<file path="src/rtl/id_ex_stage_if.sv">
// id_ex_stage_if: decode-side operands/control in, execute-side copies out,
// plus load-use stall, branch flush and write-back bypass signals.
interface id_ex_stage_if #(
    parameter int XLEN   = 32,
    parameter int RA_W   = 5,
    parameter int CTRL_W = 16,
    parameter int CNT_W  = 32
);
    logic              id_valid;
    logic [XLEN-1:0]   id_pc;
    logic [XLEN-1:0]   id_pc4;
    logic [RA_W-1:0]   id_rs1_addr;
    logic [RA_W-1:0]   id_rs2_addr;
    logic [RA_W-1:0]   id_rd_addr;
    logic              id_rs1_used;
    logic              id_rs2_used;
    logic [XLEN-1:0]   id_rs1_data;
    logic [XLEN-1:0]   id_rs2_data;
    logic [XLEN-1:0]   id_ext;
    logic              id_rf_we;
    logic [2:0]        id_rf_wsel;
    logic [CTRL_W-1:0] id_ctrl;

    logic              flush;
    logic              wb_we;
    logic [RA_W-1:0]   wb_rd;
    logic [XLEN-1:0]   wb_data;

    logic              stall_id;

    logic              ex_valid;
    logic [XLEN-1:0]   ex_pc;
    logic [XLEN-1:0]   ex_pc4;
    logic [RA_W-1:0]   ex_rs1_addr;
    logic [RA_W-1:0]   ex_rs2_addr;
    logic [RA_W-1:0]   ex_rd_addr;
    logic [XLEN-1:0]   ex_rs1_data;
    logic [XLEN-1:0]   ex_rs2_data;
    logic [XLEN-1:0]   ex_ext;
    logic              ex_rf_we;
    logic [2:0]        ex_rf_wsel;
    logic [CTRL_W-1:0] ex_ctrl;

    logic [CNT_W-1:0]  stall_cnt;

    modport master (
        output id_valid, id_pc, id_pc4,
        output id_rs1_addr, id_rs2_addr, id_rd_addr,
        output id_rs1_used, id_rs2_used,
        output id_rs1_data, id_rs2_data, id_ext,
        output id_rf_we, id_rf_wsel, id_ctrl,
        output flush, wb_we, wb_rd, wb_data,
        input  stall_id,
        input  ex_valid, ex_pc, ex_pc4,
        input  ex_rs1_addr, ex_rs2_addr, ex_rd_addr,
        input  ex_rs1_data, ex_rs2_data, ex_ext,
        input  ex_rf_we, ex_rf_wsel, ex_ctrl,
        input  stall_cnt
    );

    modport slave (
        input  id_valid, id_pc, id_pc4,
        input  id_rs1_addr, id_rs2_addr, id_rd_addr,
        input  id_rs1_used, id_rs2_used,
        input  id_rs1_data, id_rs2_data, id_ext,
        input  id_rf_we, id_rf_wsel, id_ctrl,
        input  flush, wb_we, wb_rd, wb_data,
        output stall_id,
        output ex_valid, ex_pc, ex_pc4,
        output ex_rs1_addr, ex_rs2_addr, ex_rd_addr,
        output ex_rs1_data, ex_rs2_data, ex_ext,
        output ex_rf_we, ex_rf_wsel, ex_ctrl,
        output stall_cnt
    );
endinterface

</file>
<file path="src/rtl/id_ex_stage.sv">
// ID/EX pipeline register with load-use stall, flush bubble and stall counter.
// Define ID_WB_BYPASS_EN to forward the same-cycle write-back value into rs1/rs2.
`ifndef WB_ALU
`define WB_ALU  3'd0
`define WB_DM   3'd1
`define WB_PC_4 3'd2
`define WB_SEXT 3'd3
`endif

module id_ex_stage #(
    parameter int XLEN   = 32,
    parameter int RA_W   = 5,
    parameter int CTRL_W = 16,
    parameter int CNT_W  = 32
) (
    input logic          clk,
    input logic          rst,
    id_ex_stage_if.slave bus
);

    typedef struct packed {
        logic              valid;
        logic [XLEN-1:0]   pc;
        logic [XLEN-1:0]   pc4;
        logic [RA_W-1:0]   rs1_addr;
        logic [RA_W-1:0]   rs2_addr;
        logic [RA_W-1:0]   rd_addr;
        logic [XLEN-1:0]   rs1_data;
        logic [XLEN-1:0]   rs2_data;
        logic [XLEN-1:0]   ext;
        logic              rf_we;
        logic [2:0]        rf_wsel;
        logic [CTRL_W-1:0] ctrl;
    } id_ex_t;

    id_ex_t           ex_q;
    id_ex_t           ex_d;
    logic [CNT_W-1:0] cnt_q;
    logic [XLEN-1:0]  rs1_val;
    logic [XLEN-1:0]  rs2_val;
    logic             ex_is_load;
    logic             rs1_hit;
    logic             rs2_hit;
    logic             load_use;
    logic             stall;

    // Only a valid load with a real destination can stall decode
    assign ex_is_load = ex_q.valid & ex_q.rf_we
                      & (ex_q.rf_wsel == `WB_DM)
                      & (ex_q.rd_addr != '0);

    assign rs1_hit = bus.id_rs1_used
                   & (bus.id_rs1_addr == ex_q.rd_addr);
    assign rs2_hit = bus.id_rs2_used
                   & (bus.id_rs2_addr == ex_q.rd_addr);

    assign load_use = ex_is_load & bus.id_valid
                    & (rs1_hit | rs2_hit);

    assign stall = load_use & ~bus.flush & ~rst;

`ifdef ID_WB_BYPASS_EN
    // Register file writes at the edge but reads combinationally
    always_comb begin
        rs1_val = bus.id_rs1_data;
        rs2_val = bus.id_rs2_data;
        if (bus.wb_we && (bus.wb_rd != '0)
            && (bus.wb_rd == bus.id_rs1_addr))
            rs1_val = bus.wb_data;
        if (bus.wb_we && (bus.wb_rd != '0)
            && (bus.wb_rd == bus.id_rs2_addr))
            rs2_val = bus.wb_data;
    end
`else
    logic unused_wb;
    assign unused_wb = ^{bus.wb_we, bus.wb_rd, bus.wb_data};
    assign rs1_val   = bus.id_rs1_data;
    assign rs2_val   = bus.id_rs2_data;
`endif

    always_comb begin
        ex_d          = '0;
        ex_d.valid    = bus.id_valid;
        ex_d.pc       = bus.id_pc;
        ex_d.pc4      = bus.id_pc4;
        ex_d.rs1_addr = bus.id_rs1_addr;
        ex_d.rs2_addr = bus.id_rs2_addr;
        ex_d.rd_addr  = bus.id_rd_addr;
        ex_d.rs1_data = rs1_val;
        ex_d.rs2_data = rs2_val;
        ex_d.ext      = bus.id_ext;
        ex_d.rf_we    = bus.id_rf_we & bus.id_valid;
        ex_d.rf_wsel  = bus.id_rf_wsel;
        ex_d.ctrl     = bus.id_ctrl;
    end

    always_ff @(posedge clk) begin
        if (rst)
            ex_q <= '0;
        else if (bus.flush || load_use)
            ex_q <= '0;
        else
            ex_q <= ex_d;
    end

    always_ff @(posedge clk) begin
        if (rst)
            cnt_q <= '0;
        else if (stall && (cnt_q != '1))
            cnt_q <= cnt_q + CNT_W'(1);
    end

    assign bus.stall_id    = stall;
    assign bus.stall_cnt   = cnt_q;
    assign bus.ex_valid    = ex_q.valid;
    assign bus.ex_pc       = ex_q.pc;
    assign bus.ex_pc4      = ex_q.pc4;
    assign bus.ex_rs1_addr = ex_q.rs1_addr;
    assign bus.ex_rs2_addr = ex_q.rs2_addr;
    assign bus.ex_rd_addr  = ex_q.rd_addr;
    assign bus.ex_rs1_data = ex_q.rs1_data;
    assign bus.ex_rs2_data = ex_q.rs2_data;
    assign bus.ex_ext      = ex_q.ext;
    assign bus.ex_rf_we    = ex_q.rf_we;
    assign bus.ex_rf_wsel  = ex_q.rf_wsel;
    assign bus.ex_ctrl     = ex_q.ctrl;

endmodule
</file>
<file path="src/flat_wrapper.sv">
// flat-port wrapper written by rule: the top's interface ports become plain ports
module id_ex_stage_flat 
#(
    parameter int XLEN   = 32,
    parameter int RA_W   = 5,
    parameter int CTRL_W = 16,
    parameter int CNT_W  = 32
)
  (clk, rst, bus_id_valid, bus_id_pc, bus_id_pc4, bus_id_rs1_addr, bus_id_rs2_addr, bus_id_rd_addr, bus_id_rs1_used, bus_id_rs2_used, bus_id_rs1_data, bus_id_rs2_data, bus_id_ext, bus_id_rf_we, bus_id_rf_wsel, bus_id_ctrl, bus_flush, bus_wb_we, bus_wb_rd, bus_wb_data, bus_stall_id, bus_ex_valid, bus_ex_pc, bus_ex_pc4, bus_ex_rs1_addr, bus_ex_rs2_addr, bus_ex_rd_addr, bus_ex_rs1_data, bus_ex_rs2_data, bus_ex_ext, bus_ex_rf_we, bus_ex_rf_wsel, bus_ex_ctrl, bus_stall_cnt);
  id_ex_stage_if #(.XLEN(XLEN), .RA_W(RA_W), .CTRL_W(CTRL_W), .CNT_W(CNT_W)) bus_i ();
  input logic clk;
  input logic rst;
  input wire logic [$bits(bus_i.id_valid)-1:0] bus_id_valid;
  input wire logic [$bits(bus_i.id_pc)-1:0] bus_id_pc;
  input wire logic [$bits(bus_i.id_pc4)-1:0] bus_id_pc4;
  input wire logic [$bits(bus_i.id_rs1_addr)-1:0] bus_id_rs1_addr;
  input wire logic [$bits(bus_i.id_rs2_addr)-1:0] bus_id_rs2_addr;
  input wire logic [$bits(bus_i.id_rd_addr)-1:0] bus_id_rd_addr;
  input wire logic [$bits(bus_i.id_rs1_used)-1:0] bus_id_rs1_used;
  input wire logic [$bits(bus_i.id_rs2_used)-1:0] bus_id_rs2_used;
  input wire logic [$bits(bus_i.id_rs1_data)-1:0] bus_id_rs1_data;
  input wire logic [$bits(bus_i.id_rs2_data)-1:0] bus_id_rs2_data;
  input wire logic [$bits(bus_i.id_ext)-1:0] bus_id_ext;
  input wire logic [$bits(bus_i.id_rf_we)-1:0] bus_id_rf_we;
  input wire logic [$bits(bus_i.id_rf_wsel)-1:0] bus_id_rf_wsel;
  input wire logic [$bits(bus_i.id_ctrl)-1:0] bus_id_ctrl;
  input wire logic [$bits(bus_i.flush)-1:0] bus_flush;
  input wire logic [$bits(bus_i.wb_we)-1:0] bus_wb_we;
  input wire logic [$bits(bus_i.wb_rd)-1:0] bus_wb_rd;
  input wire logic [$bits(bus_i.wb_data)-1:0] bus_wb_data;
  output wire logic [$bits(bus_i.stall_id)-1:0] bus_stall_id;
  output wire logic [$bits(bus_i.ex_valid)-1:0] bus_ex_valid;
  output wire logic [$bits(bus_i.ex_pc)-1:0] bus_ex_pc;
  output wire logic [$bits(bus_i.ex_pc4)-1:0] bus_ex_pc4;
  output wire logic [$bits(bus_i.ex_rs1_addr)-1:0] bus_ex_rs1_addr;
  output wire logic [$bits(bus_i.ex_rs2_addr)-1:0] bus_ex_rs2_addr;
  output wire logic [$bits(bus_i.ex_rd_addr)-1:0] bus_ex_rd_addr;
  output wire logic [$bits(bus_i.ex_rs1_data)-1:0] bus_ex_rs1_data;
  output wire logic [$bits(bus_i.ex_rs2_data)-1:0] bus_ex_rs2_data;
  output wire logic [$bits(bus_i.ex_ext)-1:0] bus_ex_ext;
  output wire logic [$bits(bus_i.ex_rf_we)-1:0] bus_ex_rf_we;
  output wire logic [$bits(bus_i.ex_rf_wsel)-1:0] bus_ex_rf_wsel;
  output wire logic [$bits(bus_i.ex_ctrl)-1:0] bus_ex_ctrl;
  output wire logic [$bits(bus_i.stall_cnt)-1:0] bus_stall_cnt;
  assign bus_i.id_valid = bus_id_valid;
  assign bus_i.id_pc = bus_id_pc;
  assign bus_i.id_pc4 = bus_id_pc4;
  assign bus_i.id_rs1_addr = bus_id_rs1_addr;
  assign bus_i.id_rs2_addr = bus_id_rs2_addr;
  assign bus_i.id_rd_addr = bus_id_rd_addr;
  assign bus_i.id_rs1_used = bus_id_rs1_used;
  assign bus_i.id_rs2_used = bus_id_rs2_used;
  assign bus_i.id_rs1_data = bus_id_rs1_data;
  assign bus_i.id_rs2_data = bus_id_rs2_data;
  assign bus_i.id_ext = bus_id_ext;
  assign bus_i.id_rf_we = bus_id_rf_we;
  assign bus_i.id_rf_wsel = bus_id_rf_wsel;
  assign bus_i.id_ctrl = bus_id_ctrl;
  assign bus_i.flush = bus_flush;
  assign bus_i.wb_we = bus_wb_we;
  assign bus_i.wb_rd = bus_wb_rd;
  assign bus_i.wb_data = bus_wb_data;
  assign bus_stall_id = bus_i.stall_id;
  assign bus_ex_valid = bus_i.ex_valid;
  assign bus_ex_pc = bus_i.ex_pc;
  assign bus_ex_pc4 = bus_i.ex_pc4;
  assign bus_ex_rs1_addr = bus_i.ex_rs1_addr;
  assign bus_ex_rs2_addr = bus_i.ex_rs2_addr;
  assign bus_ex_rd_addr = bus_i.ex_rd_addr;
  assign bus_ex_rs1_data = bus_i.ex_rs1_data;
  assign bus_ex_rs2_data = bus_i.ex_rs2_data;
  assign bus_ex_ext = bus_i.ex_ext;
  assign bus_ex_rf_we = bus_i.ex_rf_we;
  assign bus_ex_rf_wsel = bus_i.ex_rf_wsel;
  assign bus_ex_ctrl = bus_i.ex_ctrl;
  assign bus_stall_cnt = bus_i.stall_cnt;
  id_ex_stage #(.XLEN(XLEN), .RA_W(RA_W), .CTRL_W(CTRL_W), .CNT_W(CNT_W)) u_core (.clk(clk), .rst(rst), .bus(bus_i));
endmodule
</file>
<file path="config.mk">
export PLATFORM = sky130hd
export DESIGN_NAME = id_ex_stage_flat
export DESIGN_NICKNAME = d
export VERILOG_FILES = /design/src/rtl/id_ex_stage_if.sv /design/src/rtl/id_ex_stage.sv /design/src/flat_wrapper.sv
export SDC_FILE = /design/constraint.sdc
export NUM_CORES = 1
export LEC_CHECK = 0
export ABC_AREA = 0
export CORE_AREA = 2 2 183 185
export CTS_CLUSTER_SIZE = 12
export DETAILED_ROUTE_END_ITERATION = 12
export DIE_AREA = 0 0 185 187
export MAX_ROUTING_LAYER = met4
export PLACE_DENSITY_LB_ADDON = 0.2
export SYNTH_ARGS = -nofsm -noshare
export SYNTH_HDL_FRONTEND = slang
export SYNTH_SLANG_ARGS = --single-unit
</file>
<file path="constraint.sdc">
create_clock -name clk -period 2.7 [get_ports clk]
set_input_delay 0.54 -clock clk [delete_from_list [all_inputs] [get_ports clk]]
set_output_delay 0.54 -clock clk [all_outputs]
set_load 0.005 [all_outputs]
</file>
==> impl_metrics.toml, run 1 <==
[outcome]
status = "finished clean"

[yosys]
async_reset_ff_share_pct = 0
synth_commonest_cells = "dfxtp_1, and2_1, a21oi_1, clkbuf_1, or3_1"
yosys_warnings = 0
synthAdderAreaFrac_pct = 0.178
synth-compound-area-share_pct = 3.89
synthCells = 638
syn_avg_cell_area_um2 = 11.0
synth_ff_type = "dfxtp_1"
synth-edff-count = 0
synth.area.top_cells = "dfxtp_1, and2_1, a21oi_1"
synth.top_cell.area_share_pct = 64.8
synth_area_leader_cell = "dfxtp_1"
yosys.area_share.simple_pct = 26.6
synth_cell_types = 37
ys_seq_elements = 228
ys_seq_area_share_pct = 64.8
syn_nets = 878
synth-xor-area-share_pct = 1.49
synth_top_family_by_area = "simple AND/OR/NAND/NOR gates"
syn-cell-area_um2 = 7050
synth_most_common_cell = "dfxtp_1"
synthMuxAreaShare_pct = 0.923

[drt]
routedLengthMet1_um = 9850
met2_length_um = 11700
ant_nets = 0
drt_wl_total_um = 24700
top_layer_used = "met4"
drc = 0
drt_iter0_drc = 145
viasPerCell = 3.87
wl_met3_um = 2640
firstDrtPassIters = 5
vias = 6056
wire_per_inst_um = 15.8

[job]
cap_violations = 0

[sta]
finalHoldViolations = 0
period_needed_ns = 2.61
worstMarginPinSlew_ns = 0.692
setup_viol = 0
slew_headroom_pct = 53.7
timing.final.ws_setup_ns = 0.0925
clock_skew_ns = 0.0177
max_freq_mhz = 384
slew_violations = 0
rsz0062_at_grt = "yes"
post-route-period-util_pct = 96.6

[setup_path]
startpoint_type = "register"
crit_path_cell_trace = "or4_4, o211ai_1, or3_1, nand2b_4, inv_2, buf_2"
cp.arrival_ns = 2.07
r2r_slack_ns = 0.24
path_max_fanout = 2
cp_data_required_time_ns = 2.16
worstSetupPathType = "reg -> out"
cpPeakStageDelay_ns = 0.55
crit_slowest_cell = "or4_4"
worst_setup_path_end_kind = "output pin"
ff2ff_path_depth = 8

[floorplanning]
io_pins = 468
core_area_um2 = 32900
die_w_um = 185
dieArea_um2 = 34600
die_y_um = 187
initial_core_util_pct = 21.4
fp-row-count = 67

[final_layout]
drive_gt1_share_pct = 7.97
num_antenna_cells = 0
instances_no_fill = 1564
syn2layout_area_growth_pct = 84.5
nets = 1336

[power_and_ir_drop]
p_leak_nw = 4.88
peakVddDrop_v = 0.000442
power_density_nw_per_um2 = 613

[cts]
cts_hold_buf = 0
h-tree-depth = 1
cts.path.max_buffers = 3
cts_tree = "yes"
clk_pin_slew_worst_paths_ns = 0.06
cts_buffers = 28
cts-root-buf = "clkbuf_16"
clk_latency_ns = 0.55
clock_sinks = 228

[placed_design]
placed_cells = 1513
io_buffers = 429
gp_congestion = 0.736
dp_slack_ns = -0.349
dp_hpwl_um = 18900

[global_routing]
grt_max_degree = 61
grt_pass1_wl_um = 36500
track_usage_pct = 14.3
antenna_found_initial = 0
grt_pass1_vias = 6133
grt-ovfl-total = 0

[min_path]
hold_path.class = "reg -> reg"
whs_path_depth = 1
[kinds of logic (layout without fill, tap and decap cells)]
group	count (synthesis)	count (layout)
adders and majority gates	1	1
DFF	228	228
AOI/OAI and AO/OA	50	50
and+or+nand+nor	306	306
xor gates and xnor gates	12	12
buffers and inverters	35	513
muxes	6	6
[power by group]
| part | total [W] | internal, W | switching (W) | leakage [nW] |
|---|---|---|---|---|
| combinational | 0.000725 | 0.000526 | 0.000199 | 2.55 |
| sequential | 0.00352 | 0.00348 | 0.0000342 | 1.87 |
| clock | 0.00372 | 0.00226 | 0.00146 | 0.456 |
| total | 0.00797 | 0.00627 | 0.00169 | 4.88 |
[through the flow]
step                cell area, um^2  power [W]  hold slack [ns]  setup TNS, ns  util, %
CTS                           13000    0.00814            0.496        -0.0253     39.6
finish                        13000    0.00797            0.498              0     39.6
detailed placement            12100    0.00433            0.484         -59.25     36.7
global route                  13000    0.00832            0.513        -0.0438     39.6
floorplan                      7050    0.00373            0.470              0        -
global placement              12100    0.00433            0.478         -63.18     36.7
[path summary, 6_finish.rpt]
check                                              start                  endpoint
worst min-delay path            u_core.bus.stall_cnt[31]  u_core.bus.stall_cnt[31]
worst max-delay path            u_core.bus.ex_rd_addr[0]              bus_stall_id
worst min register to register  u_core.bus.stall_cnt[31]  u_core.bus.stall_cnt[31]
worst max register to register  u_core.bus.ex_rd_addr[0]     u_core.bus.ex_ext[14]
[layer usage]
metal | vias to the layer above | track usage [%]
li1 | 3008 | -
met1 | 2726 | 16.1
met2 | 281 | 23.6
met3 | 41 | 5.57
met4 | 0 | 3.85
met5 | - | -
[layout make-up]
class | instances | area, um^2
clock inverters | 9 | 123
clock buffers | 41 | 810
repair buffers | 459 | 4580
well taps | 448 | 561
inverters | 4 | 15.0
flip-flops and latches | 228 | 4570
multi-input cells | 375 | 2350
fillers | 3270 | 19900
[what timing repair did]
item / 4_1_cts / 5_1_grt
setup buffers: 1 / 0
cloned: 0 / 0
resized for setup: 8 / 0
endpoints found under the setup margin: 1 / 21
pin swaps: 3 / 3
hold endpoints to repair: 0 / 0
[layout by cell type, fill, tap and decap left out, drive strengths merged, types with 3 or more instances in the layout]
master         instances
xnor2                 11
inv                    4
dfxtp                228
a21oi                 24
or4                   10
nand2b                 3
nand2                 14
clkinv                 6
buf                   31
mux2                   4
and3                   5
clkdlybuf4s50        428
nor2b                  6
and4                   3
o21ai                 16
clkbuf                41
o31ai                  8
and2                 195
nand4                 15
nor3                   5
nand3                 14
nor2                  13
or3                   19
[worst max-delay path: cells and delay by family (launching register included)]
family	cells	cell delay (ns)
flops	1	0.31
simple gates	3	0.84
buf+inv	2	0.14
compound gates	1	0.23
[registers in the layout, summed over array words and instances, names as in the netlist, 3 cells and up]
register                flops
u_core.bus.ex_rs1_addr      5
u_core.bus.ex_rf_wsel       3
u_core.bus.ex_rd_addr       5
u_core.bus.ex_rs1_data     32
u_core.bus.stall_cnt       32
u_core.bus.ex_rs2_addr      5
u_core.bus.ex_ext          32
u_core.bus.ex_rs2_data     32
u_core.bus.ex_pc           32
u_core.bus.ex_pc4          32
u_core.bus.ex_ctrl         16
(Power assumes the default switching activity.)
==> inputs of run 2 (changes only) <==
PLACE_DENSITY = 0.49   (was default)
PLACE_DENSITY_LB_ADDON = default   (was 0.2)
==> run 2 against run 1 <==
Effect of this change: wire length fell by 0.53%; non-clock buffer count rose by 1; fmax fell by 3.2%; via count fell by 0.46%.
==> impl_metrics.toml, run 2 (synthesis results as in run 1) <==
[cts]
clock_sinks = 228
cts.path.max_buffers = 3
h-tree-depth = 1
cts_hold_buf = 0
clk_latency_ns = 0.54
cts_tree = "yes"
clk_pin_slew_worst_paths_ns = 0.06
cts_buffers = 28
cts-root-buf = "clkbuf_16"

[drt]
drc = 0
drt_wl_total_um = 24600
drt_iter0_drc = 122
wl_met3_um = 2240
routedLengthMet1_um = 9770
vias = 6028
wire_per_inst_um = 15.7
firstDrtPassIters = 4
viasPerCell = 3.85
met2_length_um = 11900
ant_nets = 0
top_layer_used = "met4"

[final_layout]
syn2layout_area_growth_pct = 85.1
utilization_pct = 39.7
layout_commonest_cell = "clkdlybuf4s50_1"
nets = 1337
design_area_um2 = 13000
drive_gt1_share_pct = 8.42
layout_common_cells = "clkdlybuf4s50_1, dfxtp_1, and2_1"

[placed_design]
dp_hpwl_um = 19100
io_buffers = 429
dp_slack_ns = -0.541
gp_congestion = 0.769
placed_area_um2 = 12100

[sta]
slew_headroom_pct = 64.9
hold_ws_ns = 0.495
clock_skew_ns = 0.0153
setup_viol = 0
worstMarginPinSlew_ns = 0.522
period_needed_ns = 2.69
post-route-period-util_pct = 99.7
rsz0062_at_grt = "yes"
finalHoldViolations = 0
max_freq_mhz = 371
slew_violations = 0
timing.final.ws_setup_ns = 0.00714

[power_and_ir_drop]
internal-power_w = 0.00631
power_density_nw_per_um2 = 612
p_sw_w = 0.00167
power_w = 0.00798
combPwrFrac_pct = 9.1
swShare_pct = 21.0
pwr-share-seq_pct = 44.1
power.clock.fraction_pct = 46.8
p_leak_nw = 4.89
peakVddDrop_v = 0.000443

[job]
cap_violations = 0

[global_routing]
track_usage_pct = 14.2
grt_max_degree = 44
grt_pass1_wl_um = 36300
antenna_found_initial = 2
grt-ovfl-total = 0
grt_pass1_vias = 6105

[floorplanning]
initial_core_util_pct = 21.4
die_y_um = 187
die_w_um = 185
fp-row-count = 67
dieArea_um2 = 34600
core_area_um2 = 32900
io_pins = 468

[setup_path]
startpoint_type = "register"
worst_setup_path_end_kind = "output pin"
worstSetupPathType = "reg -> out"
path_max_fanout = 4
cp_data_required_time_ns = 2.16
cp.arrival_ns = 2.15

[outcome]
status = "finished clean"

[min_path]
hold_path.class = "reg -> reg"
[run 2: through the flow]
step / cells / TNS [ns]
finish: 1566 / 0
CTS: 1564 / -0.0714
detailed placement: 1514 / -66.05
global placement: 1514 / -67.15
floorplan: 638 / 0
global route: 1566 / -0.0808
[run 2: per-layer routing]
layer,GRT usage (%),vias up
met5,-,-
met4,4.91,0
met3,4.91,46
met2,24.0,260
met1,15.4,2713
li1,-,3009
[run 2: worst paths after layout]
path                                                from                        to  slack (ns)  depth (start not counted)
worst max-delay path            u_core.bus.ex_rd_addr[3]              bus_stall_id       0.007                          6
worst min-delay path            u_core.bus.stall_cnt[31]  u_core.bus.stall_cnt[31]        0.49                          1
worst max register to register  u_core.bus.ex_rd_addr[3]   u_core.bus.stall_cnt[8]        0.31                         10
worst min register to register  u_core.bus.stall_cnt[31]  u_core.bus.stall_cnt[31]        0.49                          1
[run 2: final cells by class]
type / instances / area, um^2
Clock buffer: 39 / 782
Timing Repair Buffer: 460 / 4600
Multi-Input combinational cell: 375 / 2360
Clock inverter: 10 / 139
Inverter: 4 / 15.0
Tap cell: 448 / 561
Sequential cell: 228 / 4570
Fill cell: 3293 / 19800
Antenna cell: 2 / 5.00
[run 2: power by group through the flow]
stage | sequential, W | combinational (W) | clock [W]
2_1_floorplan | 0.00360 | 0.000122 | 0
3_3_place_gp | 0.00359 | 0.000737 | 0
3_5_place_dp | 0.00359 | 0.000735 | 0
4_1_cts | 0.00352 | 0.000742 | 0.00387
5_1_grt | 0.00353 | 0.000783 | 0.00400
6_report | 0.00352 | 0.000725 | 0.00373
[run 2: what timing repair did]
action	4_1_cts	5_1_grt
gates resized for setup	15	1
pin swaps	5	2
endpoints found under the setup margin	20	1
setup buffers	3	0
[run 2: worst max-delay path, cell delays in order (launching register included)]
cell	delay, ns
dfxtp_4	0.36
or4_4	0.52
o211ai_1	0.28
or3_4	0.19
nand2b_4	0.12
inv_2	0.03
buf_6	0.10
